### src/rtl/keypad_scanner_if.sv
// ---------------------------------------------------------------------------
// keypad_scanner_if
// Signals between the keypad scanner, the Pmod KYPD pins and the display or
// event consumers.
//   row      : keypad row inputs, active-low, pulled up, asynchronous
//   col      : column drives, one-cold active-low
//   DispVal  : hex code of the last accepted key (to the display controller)
//   keyValid : one-cycle pulse whenever DispVal is (re)loaded
//   keyHeld  : high while a debounced key is down
// Modports: master = scanner side, slave = keypad model / consumer side.
// ---------------------------------------------------------------------------
interface keypad_scanner_if;
    logic [3:0] row;
    logic [3:0] col;
    logic [3:0] DispVal;
    logic       keyValid;
    logic       keyHeld;

    modport master (
        input  row,
        output col,
        output DispVal,
        output keyValid,
        output keyHeld
    );

    modport slave (
        output row,
        input  col,
        input  DispVal,
        input  keyValid,
        input  keyHeld
    );
endinterface

### src/rtl/keypad_scanner.sv
// ---------------------------------------------------------------------------
// keypad_scanner
// Scans a 4x4 matrix keypad one column per slot, classifies each four-slot
// frame as NONE / KEY(code) / MULTI, debounces the result over DEBOUNCE_CNT
// identical frames and presents the accepted key as a hex code.
//
// Parameters:
//   SCAN_DIV      : clock cycles per column slot (>= 4)
//   DEBOUNCE_CNT  : identical frames needed to accept a press/release (1..15)
//   REPEAT_FRAMES : frames between auto-repeat pulses (repeat build only)
// Ports:
//   clk   : system clock
//   rst_n : synchronous active-low reset
//   kp    : keypad_scanner_if.master (row in; col, DispVal, keyValid,
//           keyHeld out)
// Build option:
//   KYPD_REPEAT_EN : when defined, keyValid re-pulses every REPEAT_FRAMES
//                    complete frames while a key stays pressed.
// ---------------------------------------------------------------------------
module keypad_scanner #(
    parameter int SCAN_DIV      = 100000,
    parameter int DEBOUNCE_CNT  = 4,
    parameter int REPEAT_FRAMES = 128
) (
    input logic              clk,
    input logic              rst_n,
    keypad_scanner_if.master kp
);
    localparam int               SLOT_W    = $clog2(SCAN_DIV);
    localparam logic [SLOT_W-1:0] SLOT_LAST = SLOT_W'(SCAN_DIV - 1);
    localparam logic [3:0]       DEB_MAX   = 4'(DEBOUNCE_CNT);
    // Key code per {column, row}, 4 bits each, entry 0 = col0/row0.
    localparam logic [63:0]      KEYMAP    = 64'hDCBA_E963_F852_0741;

    // Parameter sanity checks at elaboration.
    if (SCAN_DIV < 4) begin : g_bad_scan_div
        $error("keypad_scanner: SCAN_DIV must be >= 4");
    end
    if (DEBOUNCE_CNT < 1 || DEBOUNCE_CNT > 15) begin : g_bad_debounce
        $error("keypad_scanner: DEBOUNCE_CNT must be 1..15");
    end
    if (REPEAT_FRAMES < 1) begin : g_bad_repeat
        $error("keypad_scanner: REPEAT_FRAMES must be >= 1");
    end

    typedef enum logic [1:0] {
        RELEASED,
        PRESS_PEND,
        PRESSED,
        RELEASE_PEND
    } state_t;

    logic [3:0]        row_meta_q, row_sync_q;
    logic [SLOT_W-1:0] slot_q, slot_d;
    logic [1:0]        col_idx_q, col_idx_d;
    logic [1:0]        hits_q, hits_d;        // lows seen so far: 0, 1, 2 = many
    logic [3:0]        code_q, code_d;
    logic              prev_key_q, prev_key_d;
    logic [3:0]        prev_code_q, prev_code_d;
    logic [3:0]        stab_q, stab_d;
    state_t            state_q, state_d;
    logic [3:0]        disp_q, disp_d;
    logic              valid_q, valid_d;

    logic              sample_en, frame_end;
    logic [3:0]        row_low;
    logic [3:0]        row_code [4];
    logic [1:0]        slot_hits, tot_hits;
    logic [3:0]        slot_code, tot_code;
    logic              res_key, same_res, deb_hit, key_match;
    logic              accept, stay_pressed, rep_fire;

    // Rows are sampled on the last cycle of a slot, before the column moves.
    assign sample_en = (slot_q == SLOT_LAST);
    assign frame_end = sample_en && (col_idx_q == 2'd3);

    for (genvar gi = 0; gi < 4; gi++) begin : g_row
        assign row_low[gi]  = ~row_sync_q[gi];
        assign row_code[gi] = KEYMAP[{col_idx_q, 2'(gi), 2'b00} +: 4];
    end

    // Lows in the current slot, saturating at "many".
    always_comb begin
        slot_hits = 2'd0;
        slot_code = 4'h0;
        for (int j = 0; j < 4; j++) begin
            if (row_low[j]) begin
                slot_hits = (slot_hits == 2'd0) ? 2'd1 : 2'd2;
                slot_code = row_code[j];
            end
        end
    end

    // Whole-frame tally including the slot being sampled right now.
    always_comb begin
        if (hits_q == 2'd0) begin
            tot_hits = slot_hits;
        end else if (slot_hits == 2'd0) begin
            tot_hits = hits_q;
        end else begin
            tot_hits = 2'd2;
        end
        tot_code = (slot_hits != 2'd0) ? slot_code : code_q;
    end

    // MULTI collapses to NONE for everything downstream.
    assign res_key   = (tot_hits == 2'd1);
    assign same_res  = (res_key == prev_key_q) && (!res_key || (tot_code == prev_code_q));
    assign key_match = res_key && (tot_code == disp_q);

    always_comb begin
        slot_d      = sample_en ? '0 : slot_q + SLOT_W'(1);
        col_idx_d   = sample_en ? col_idx_q + 2'd1 : col_idx_q;
        hits_d      = hits_q;
        code_d      = code_q;
        prev_key_d  = prev_key_q;
        prev_code_d = prev_code_q;
        stab_d      = stab_q;
        if (sample_en) begin
            hits_d = frame_end ? 2'd0 : tot_hits;
            code_d = frame_end ? 4'h0 : tot_code;
        end
        if (frame_end) begin
            if (same_res) begin
                stab_d = (stab_q >= DEB_MAX) ? DEB_MAX : stab_q + 4'd1;
            end else begin
                stab_d      = 4'd1;
                prev_key_d  = res_key;
                prev_code_d = res_key ? tot_code : 4'h0;
            end
        end
    end

    assign deb_hit = (stab_d >= DEB_MAX);

    // Debounce FSM; only frame ends can move it.
    always_comb begin
        state_d      = state_q;
        accept       = 1'b0;
        stay_pressed = 1'b0;
        if (frame_end) begin
            unique case (state_q)
                RELEASED: begin
                    if (res_key) begin
                        if (deb_hit) begin
                            state_d = PRESSED;
                            accept  = 1'b1;
                        end else begin
                            state_d = PRESS_PEND;
                        end
                    end
                end
                PRESS_PEND: begin
                    // A different key reloads the count, so deb_hit here
                    // implies the same key for DEBOUNCE_CNT frames.
                    if (!res_key) begin
                        state_d = RELEASED;
                    end else if (deb_hit) begin
                        state_d = PRESSED;
                        accept  = 1'b1;
                    end
                end
                PRESSED: begin
                    if (key_match) begin
                        stay_pressed = 1'b1;
                    end else if (!res_key && deb_hit) begin
                        state_d = RELEASED;
                    end else begin
                        state_d = RELEASE_PEND;
                    end
                end
                RELEASE_PEND: begin
                    // Another key held here is ignored until a full release.
                    if (key_match) begin
                        state_d = PRESSED;
                    end else if (!res_key && deb_hit) begin
                        state_d = RELEASED;
                    end
                end
                default: state_d = RELEASED;
            endcase
        end
        disp_d  = accept ? tot_code : disp_q;
        valid_d = accept | rep_fire;
    end

`ifdef KYPD_REPEAT_EN
    localparam int             REP_W    = $clog2(REPEAT_FRAMES + 1);
    localparam logic [REP_W-1:0] REP_LAST = REP_W'(REPEAT_FRAMES - 1);

    logic [REP_W-1:0] rep_q, rep_d;

    // Counts whole frames spent in PRESSED; a return from RELEASE_PEND keeps
    // the frozen count, only a fresh acceptance restarts it.
    assign rep_fire = stay_pressed && (rep_q == REP_LAST);

    always_comb begin
        rep_d = rep_q;
        if (accept || rep_fire) begin
            rep_d = '0;
        end else if (stay_pressed) begin
            rep_d = rep_q + REP_W'(1);
        end
    end

    always_ff @(posedge clk) begin
        if (!rst_n) begin
            rep_q <= '0;
        end else begin
            rep_q <= rep_d;
        end
    end
`else
    assign rep_fire = 1'b0;
`endif

    always_ff @(posedge clk) begin
        if (!rst_n) begin
            row_meta_q  <= 4'hF;
            row_sync_q  <= 4'hF;
            slot_q      <= '0;
            col_idx_q   <= 2'd0;
            hits_q      <= 2'd0;
            code_q      <= 4'h0;
            prev_key_q  <= 1'b0;
            prev_code_q <= 4'h0;
            stab_q      <= 4'd0;
            state_q     <= RELEASED;
            disp_q      <= 4'h0;
            valid_q     <= 1'b0;
        end else begin
            row_meta_q  <= kp.row;
            row_sync_q  <= row_meta_q;
            slot_q      <= slot_d;
            col_idx_q   <= col_idx_d;
            hits_q      <= hits_d;
            code_q      <= code_d;
            prev_key_q  <= prev_key_d;
            prev_code_q <= prev_code_d;
            stab_q      <= stab_d;
            state_q     <= state_d;
            disp_q      <= disp_d;
            valid_q     <= valid_d;
        end
    end

    assign kp.col      = ~(4'b0001 << col_idx_q);
    assign kp.DispVal  = disp_q;
    assign kp.keyValid = valid_q;
    assign kp.keyHeld  = (state_q == PRESSED) || (state_q == RELEASE_PEND);

endmodule

### src/flat_wrapper.sv
// flat-port wrapper written by rule: the top's interface ports become plain ports
module keypad_scanner_flat 
#(
    parameter int SCAN_DIV      = 100000,
    parameter int DEBOUNCE_CNT  = 4,
    parameter int REPEAT_FRAMES = 128
)
  (clk, rst_n, kp_row, kp_col, kp_DispVal, kp_keyValid, kp_keyHeld);
  keypad_scanner_if kp_i ();
  input logic clk;
  input logic rst_n;
  input wire logic [$bits(kp_i.row)-1:0] kp_row;
  output wire logic [$bits(kp_i.col)-1:0] kp_col;
  output wire logic [$bits(kp_i.DispVal)-1:0] kp_DispVal;
  output wire logic [$bits(kp_i.keyValid)-1:0] kp_keyValid;
  output wire logic [$bits(kp_i.keyHeld)-1:0] kp_keyHeld;
  assign kp_i.row = kp_row;
  assign kp_col = kp_i.col;
  assign kp_DispVal = kp_i.DispVal;
  assign kp_keyValid = kp_i.keyValid;
  assign kp_keyHeld = kp_i.keyHeld;
  keypad_scanner #(.SCAN_DIV(SCAN_DIV), .DEBOUNCE_CNT(DEBOUNCE_CNT), .REPEAT_FRAMES(REPEAT_FRAMES)) u_core (.clk(clk), .rst_n(rst_n), .kp(kp_i));
endmodule
### config.mk
export PLATFORM = sky130hd
export DESIGN_NAME = keypad_scanner_flat
export DESIGN_NICKNAME = d
export VERILOG_FILES = /design/src/rtl/keypad_scanner_if.sv /design/src/rtl/keypad_scanner.sv /design/src/flat_wrapper.sv
export SDC_FILE = /design/constraint.sdc
export NUM_CORES = 1
export LEC_CHECK = 0
export CORE_UTILIZATION = 45
export CTS_CLUSTER_DIAMETER = 120
export DETAILED_ROUTE_END_ITERATION = 8
export MAX_ROUTING_LAYER = met4
export SETUP_SLACK_MARGIN = 0.05
export SYNTH_ARGS = -nofsm -noshare
export SYNTH_HDL_FRONTEND = slang
export SYNTH_SLANG_ARGS = --single-unit
### constraint.sdc
create_clock -name clk -period 7.1 [get_ports clk]
set_clock_uncertainty 0.2 [all_clocks]
set_input_delay 1.065 -clock clk [delete_from_list [all_inputs] [get_ports clk]]
set_output_delay 1.065 -clock clk [all_outputs]
set_load 0.02 [all_outputs]
# After elaboration in Yosys (flattened, before gate mapping)

Cells that the tools add are included.

Add/subtract/negate cells: 3
$lt $le $gt $ge: 2
Equality and inequality tests: 13
Shift operators: 5
Multiplexer cells: 33
Bitwise logic cells: 3
Reductions and logical operators: 18

Operators by type and width:

| cell                    | number |
|---|---|
| $shiftx 64x7->4 const A | 4 |
| $mux 4                  | 10 |
| $mux 2                  | 17 |
| $add 17x1->17 const B   | 1 |
| $eq 17x17->1 const B    | 1 |
| $logic_not 2->1         | 6 |
| $eq 4x4->1              | 2 |
| $ge 4x3->1 const B      | 2 |
| $pmux 2 s4              | 1 |
| $eq 2x2->1 const B      | 3 |
| $mux 1                  | 5 |
| $reduce_and 5->1        | 1 |
| $add 4x1->4 const B     | 1 |
| $eq 2x1->1 const B      | 2 |
| $logic_and 1x1->1       | 4 |
| $not 4->4               | 1 |
| $reduce_or 2->1         | 2 |
| $shl 1x2->4 const A     | 1 |
| $ne 3x1->1 const B      | 1 |
| $ne 3x3->1 const B      | 1 |
| $add 2x1->2 const B     | 1 |
| $logic_or 1x1->1        | 2 |
| $ne 2x1->1 const B      | 1 |
| $ne 2x2->1 const B      | 1 |
| other kinds (5)         | 6 |

Flip-flop bits (word level): 49
Bits of input ports: 6
Output and inout port bits: 10
Logic and storage cells: 89

# Depth between registers and ports, before layout

Gate-level depths: netlist of the first run.

Word-level depth: 24
Depth in mapped cells: 10

# Worst setup path after synthesis of the first run

OpenSTA, ideal clock, no wires.

Path type: register to register
Start point: register u_core.row_sync_q[1]
End point: register u_core.state_q[1]
Setup time: 0.070 ns
Arrival time: 2.461 ns
Required time: 6.830 ns
Path slack: 4.368 ns
Stages on the path, launching flop included: 10
Cell sequence: dfxtp_1 > inv_1 > ha_1 > or3b_1 > a21oi_2 > o211ai_1 > a2111oi_4 > a31oi_2 > or3_1 > a21oi_1

Longest elaborated chain between the ends: 21
Elaborated cells on any way between the ends: 39
Classes of those cells: order compare: 1; eq/ne: 8; mux: 20; reduce/logical: 10

Ends and longest elaborated chain:

| element                | line                                         | text |
|---|---|---|
| start, declared        | keypad_scanner.sv:53                         | `logic [3:0] row_meta_q, row_sync_q;` |
| start signal, assigned | keypad_scanner.sv:233                        | `row_sync_q <= row_meta_q;` |
| $mux 2                 | keypad_scanner.sv:87                         | `if (row_low[j]) begin` |
| $logic_not 2->1        | keypad_scanner.sv:88                         | `slot_hits = (slot_hits == 2'd0) ? 2'd1 : 2'd2;` |
| $mux 2                 | keypad_scanner.sv:88                         |  |
| $mux 2                 | keypad_scanner.sv:87                         |  |
| $logic_not 2->1        | keypad_scanner.sv:88                         |  |
| $mux 2                 | keypad_scanner.sv:88                         |  |
| $mux 2                 | keypad_scanner.sv:87                         |  |
| $logic_not 2->1        | keypad_scanner.sv:98                         | `end else if (slot_hits == 2'd0) begin` |
| [5 not listed]         | -                                            |  |
| $logic_and 1x1->1      | keypad_scanner.sv:108                        | `assign same_res = (res_key == prev_key_q) && (!res_key \|\| (tot_code == prev_code_q));` |
| $mux 4                 | keypad_scanner.sv:124                        | `if (same_res) begin` |
| $mux 4                 | keypad_scanner.sv:123                        | `if (frame_end) begin` |
| $ge 4x3->1             | keypad_scanner.sv:134                        | `assign deb_hit = (stab_d >= DEB_MAX);` |
| $logic_and 1x1->1      | keypad_scanner.sv:166, keypad_scanner.sv:176 |  |
| $mux 2                 | keypad_scanner.sv:166                        | `end else if (!res_key && deb_hit) begin` |
| $mux 2                 | keypad_scanner.sv:164                        | `if (key_match) begin` |
| $pmux 2 s4             | keypad_scanner.sv:142                        | `unique case (state_q)` |
| end signal, assigned   | keypad_scanner.sv:241                        | `state_q <= state_d;` |
| end, declared          | keypad_scanner.sv:61                         | `state_t state_q, state_d;` |

Several ways; a longest one is shown, not always the timed one. The select of a mux whose other input is x is not followed.
A chain may end at the register's enable or synchronous reset.

# Final worst setup path of the first run

Ends and elaborated chain as after synthesis.

==> results of run 1 <==
[layout by cell type, fill, tap and decap left out, types with 3 or more instances in the layout]
cell type	synthesis	final
nor2_1	28	28
dfxtp_1	48	48
nand3_1	10	10
or3_1	7	7
a211oi_1	3	3
a21oi_1	7	7
clkdlybuf4s50_1	0	15
ha_1	10	10
xnor2_1	4	4
inv_1	11	11
xor2_1	10	10
nand2_1	27	27
nand4bb_1	3	3
o31ai_1	4	4
o21ai_0	11	11
and3_1	8	8
nor2b_1	3	3
nand4_1	4	4
mux2i_1	8	8
nand2b_1	13	13
clkbuf_8	0	6
[path summary, 6_finish.rpt]
path | from | end | cells after the start
min reg2reg | u_core.row_meta_q[3] | u_core.row_sync_q[3] | 1
max | u_core.row_sync_q[1] | u_core.state_q[1] | 9
min | u_core.row_meta_q[3] | u_core.row_sync_q[3] | 1
max reg2reg | u_core.row_sync_q[1] | u_core.state_q[1] | 9
[power groups by stage]
stage          clock network [mW]  logic (mW)  registers (mW)
6_report                    0.167      0.0436           0.277
2_1_floorplan                   0      0.0347           0.281
4_1_cts                     0.174      0.0438           0.277
3_3_place_gp                    0      0.0435           0.283
5_1_grt                     0.185      0.0485           0.278
3_5_place_dp                    0      0.0436           0.283
[metrics by stage]
step / setup WS [ns] / cell area, um^2 / total power, mW / util
after floorplan: 4.37 / 2480 / 0.316 / -
after global placement: 3.65 / 2680 / 0.326 / 0.515
after detailed placement: 3.50 / 2680 / 0.327 / 0.515
after CTS: 3.51 / 2770 / 0.494 / 0.533
after global routing: 3.16 / 2770 / 0.511 / 0.533
final: 3.47 / 2770 / 0.487 / 0.533
[metal layers]
metal,global-route usage,wire (um),vias up
met5,-,0,-
met4,0.0635,27,0
met3,0.0431,137,2
met2,0.286,2220,29
met1,0.266,2630,892
li1,-,-,1007
[final cells by class]
class	count	area, um^2	share of cell area
Multi-Input combinational cell	208	1430	0.517
Sequential cell	48	961	0.347
Timing Repair Buffer	16	158	0.0569
Tap cell	70	87.6	0.0316
Clock buffer	6	82.6	0.0298
Inverter	11	41.3	0.0149
Clock inverter	1	8.76	0.00316
[state kept, by name, indices dropped and copies added (netlist names), named ones only]
name                flops
u_core.slot_q          17
u_core.code_q           4
u_core.kp.DispVal       4
u_core.prev_code_q      4
u_core.row_meta_q       4
u_core.row_sync_q       4
u_core.stab_q           3
u_core.col_idx_q        2
u_core.hits_q           2
u_core.kp.keyValid      1
u_core.prev_key_q       1
u_core.state_q          1
[worst max-delay path, stage by stage (launching register included)]
cell and delay, ns:
dfxtp_1 0.42, inv_1 0.07, ha_1 0.38, nor4bb_1 1.04, nand2_1 0.18, o311a_1 0.21, a2111oi_4 0.36, a31oi_2 0.19
or3_1 0.38, a21oi_1 0.14
[kinds of logic after synthesis]
family          after synthesis
simple gates                125
compound gates               51
flops                        48
buf+inv                      21
xor+xnor                     14
fa+ha+maj                    10
mux                           8
==> flow_summary.yaml, run 1 <==
clocking:
  post_cts_buffers: 0
  cts_inserted_buffers: 5
  cts-resized-gates: 0
  clkLatencyLatePin_ns: 0.30
  htree_levels: 2
  cts_root_buffer: "clkbuf_8"
  cts_max_path_buffers: 2
  clk_pin_slew_ns: 0.09
  cts_hold_buf: 0
  cts_tree: "yes"
  cts_sinks: 48
placement:
  dp.cells: 353
  gp_congestion: 0.802
  numPortBuffers: 15
  detailed_place_hpwl_mm: 3.64
yosys:
  synth_top_family_by_area: "simple AND/OR/NAND/NOR gates"
  synth_warnings: 0
  synth_most_common_cell: "dfxtp_1"
  synthAdderAreaFrac: 0.0505
  synth.distinct_cells: 62
  yosysTopAreaCellShare: 0.387
  synth.area.mux_share: 0.0323
  syn-num-nets: 293
  synth-simple-area-share: 0.282
  dominantRegCellSynth: "dfxtp_1"
  synthXorXnorAreaFrac: 0.0494
  syn_inst: 277
  synth_area_mm2: 0.00248
  async_reset_ff_frac: 0
  ys_seq_elements: 48
  synth_top_cells_by_count: "48 x dfxtp_1, 28 x nor2_1, 27 x nand2_1"
  yosys.area.top_type: "dfxtp_1"
  seq_area_frac_synth: 0.387
  synth_edf_count: 0
  synth_area_per_cell_um2: 8.95
  synth-compound-area-share: 0.164
  ys_top_cells_by_area: "dfxtp_1 39%, ha_1 5.0%, nor2_1 4.2%"
timing:
  worst_pin_slew_ns: 1.22
  finalHoldViolCount: 0
  setup_viol: 0
  min_period_over_period: 0.511
  slew_violations: 0
  rsz0062_at_grt: "false"
  setup_tns_ns: 0
  fin_hold_ws_ns: 0.211
  relSlewSlack: 0.175
  fmax_mhz: 276
  period_minus_slack_ns: 3.63
finish:
  fin_nets: 306
  area_growth_pct: 11.8
  num-fill-cells: 511
  n_antenna_cell: 0
  final_cells: 360
  drive_gt1_frac: 0.0897
setup_path:
  critPathCaptureType: "flip-flop"
  critPathRequiredTime_ns: 7.14
  crit_fanout: 9
  cp.arrival_ns: 3.67
  ff2ff_setup_slack_ns: 3.47
  worstSetupPathType: "flip-flop to flip-flop"
  cp-start-kind: "flip-flop"
detailed_routing:
  first_pass_iters: 4
  viasPerCell: 5.36
  wl_per_cell_um: 13.9
  drc: 0
  vias: 1930
  ant_nets: 0
  drt_iter0_drc: 104
  routed_wl_mm: 5.01
pwr:
  powerDensity_mw_per_mm2: 176
  power_frac_comb: 0.090
  power_frac_clock: 0.342
  vdd_drop_max_mv: 0.103
  internal_power_uw: 368
  p_leak_nw: 1.10
  power_switching_uw: 119
  seqPwrFrac: 0.568
  p_sw_frac: 0.245
job:
  max_cap_viol_count: 0
floorplanning:
  initial_core_util: 0.476
  dieArea_mm2: 0.00581
  rows: 26
  die_y_um: 76.2
  die_w_um: 76.2
  core_area_mm2: 0.00520
  io_pins: 16
global_routing:
  grt_pass1_wl_mm: 8.80
  grtUsageTotal: 0.195
  antenna_found_initial: 0
  gr-total-overflow: 0
  grt_max_degree: 33
  grt_pass1_vias: 1814
outcome:
  status: "completed"
worst_hold_path:
  hp-class: "flip-flop to flip-flop"
Power figures use the tool's default switching activity.
==> inputs of run 2 (changes only) <==
- PLACE_DENSITY: unset -> 0.66
- clock period: 7.1 -> 2.9 ns (I/O delays scaled with it)
==> flow_summary.yaml, run 2 (synthesis gave the netlist of run 1 again) <==
finish:
  fin_nets: 320
  most-common-layout-cells: "48 x dfxtp_1, 28 x nor2_1, 27 x nand2_1, 15 x clkdlybuf4s50_1, 15 x buf_4"
  fin_util: 0.562
  final_cell_area_mm2: 0.00293
  seqCellArea_um2: 961
  n_antenna_cell: 0
  largest_reg_flops: 17
  final_common_cell: "dfxtp_1"
  num-fill-cells: 496
  drive_gt1_frac: 0.141
  regMostFlops: "u_core.slot_q"
  area_growth_pct: 18.0
  multiInputGateArea_mm2: 0.00148
detailed_routing:
  viasPerCell: 5.35
  vias: 2006
  first_pass_iters: 4
  drc: 0
  routed_wl_mm: 5.10
  drt_iter0_drc: 111
  ant_nets: 0
  wl_per_cell_um: 13.6
pwr:
  power_frac_comb: 0.110
  power_frac_clock: 0.340
  p_sw_frac: 0.249
  vdd_drop_max_mv: 0.225
  power_switching_uw: 306
  internal_power_uw: 923
  seqPwrFrac: 0.550
  p_leak_nw: 1.17
  powerDensity_mw_per_mm2: 420
clocking:
  cts_sinks: 48
  cts_max_path_buffers: 2
  clk_pin_slew_ns: 0.09
  cts_hold_buf: 0
  clkLatencyLatePin_ns: 0.30
  cts_inserted_buffers: 5
  cts_root_buffer: "clkbuf_8"
  cts_tree: "yes"
  htree_levels: 2
timing:
  setup_viol: 0
  rsz0062_at_grt: "false"
  relSlewSlack: 0.608
  min_period_over_period: 0.932
  worst_pin_slew_ns: 0.584
  period_minus_slack_ns: 2.70
  setup_tns_ns: 0
  finalHoldViolCount: 0
  slew_violations: 0
  fmax_mhz: 370
global_routing:
  gr-total-overflow: 0
  antenna_found_initial: 0
  grt_max_degree: 31
  grtUsageTotal: 0.187
  grt_pass1_vias: 1807
  grt_pass1_wl_mm: 8.42
setup_path:
  worstSetupPathType: "flip-flop to flip-flop"
  crit_cells: 9
  path_cells: "inv_1 -> ha_4 -> or3b_1 -> a21oi_2 -> o211ai_1 -> a2111oi_4 -> and3_1 -> nand2_2 -> a31o_1"
  startpoint: "u_core.row_sync_q[0]"
  critPathCaptureType: "flip-flop"
  cp_top_family: "compound AO/OA/AOI/OAI gates"
  cp.arrival_ns: 2.71
  cp-start-kind: "flip-flop"
  worstPathBufferInverterCount: 1
  rr_worst_depth: 9
  endpoint: "u_core.kp.DispVal[1]"
  cp_slowest_cell: "a2111oi_4"
  rr_endpoint: "u_core.kp.DispVal[1]"
  critPathRequiredTime_ns: 2.91
  crit_fanout: 9
  r2r_start: "u_core.row_sync_q[0]"
  ff2ff_setup_slack_ns: 0.20
  critPathMaxStageDelay_ns: 0.43
floorplanning:
  core_area_mm2: 0.00520
  die_y_um: 76.2
  dieArea_mm2: 0.00581
  initial_core_util: 0.476
  rows: 26
  io_pins: 16
  die_w_um: 76.2
worst_hold_path:
  hp-class: "flip-flop to flip-flop"
placement:
  place_area_mm2: 0.00276
  gp_congestion: 0.827
  numPortBuffers: 15
  detailed_place_hpwl_mm: 3.68
job:
  max_cap_viol_count: 0
outcome:
  status: "completed"
==> run 2: layer usage <==
layer | track usage | wire length, um | vias to the layer above
li1 | - | - | 1038
met1 | 0.248 | 2600 | 920
met2 | 0.281 | 2250 | 36
met3 | 0.0251 | 123 | 12
met4 | 0.0885 | 117 | 0
met5 | - | 0 | -
==> run 2: what timing repair did <==
item                                    4_1_cts  5_1_grt
endpoints found under the setup margin        1       11
setup buffers                                 0        3
gates resized for setup                       1        5
hold endpoints to repair                      0        0
pin swaps                                     0        3
==> run 2: power groups by stage <==
| stage | Combinational (mW) | Sequential, mW | Clock (mW) |
|---|---|---|---|
| 2_1_floorplan | 0.0850 | 0.688 | 0 |
| 3_3_place_gp | 0.116 | 0.691 | 0 |
| 3_5_place_dp | 0.117 | 0.691 | 0 |
| 4_1_cts | 0.121 | 0.675 | 0.434 |
| 5_1_grt | 0.147 | 0.677 | 0.453 |
| 6_report | 0.135 | 0.676 | 0.418 |
==> run 2: worst min path at each step <==
stage,cells after the start,startpoint,slack [ns],end
6_report,1,u_core.row_meta_q[2],0.21,u_core.row_sync_q[2]
5_1_grt,1,u_core.row_meta_q[2],0.22,u_core.row_sync_q[2]
4_1_cts,1,u_core.row_meta_q[2],0.22,u_core.row_sync_q[2]
3_5_place_dp,1,u_core.row_meta_q[2],0.20,u_core.row_sync_q[2]
3_3_place_gp,1,u_core.row_meta_q[3],0.19,u_core.row_sync_q[3]
2_1_floorplan,1,u_core.row_meta_q[0],0.19,u_core.row_sync_q[0]
==> run 2: layout make-up <==
class,count,share of cell area
inverters,11,0.0141
multi-input cells,208,0.506
well taps,70,0.0299
clock inverters,1,0.00257
clock buffers,7,0.0295
repair buffers,30,0.0898
flip-flops and latches,48,0.328
==> run 2: per-stage QoR <==
step	setup WS [ns]	hold WS, ns	cells	total power, mW
final	0.198	0.212	375	1.23
after global routing	0.0543	0.223	375	1.28
after CTS	0.0366	0.217	372	1.23
after detailed placement	0.0391	0.196	364	0.808
after global placement	0.0587	0.187	364	0.807
after floorplan	0.168	0.186	277	0.773
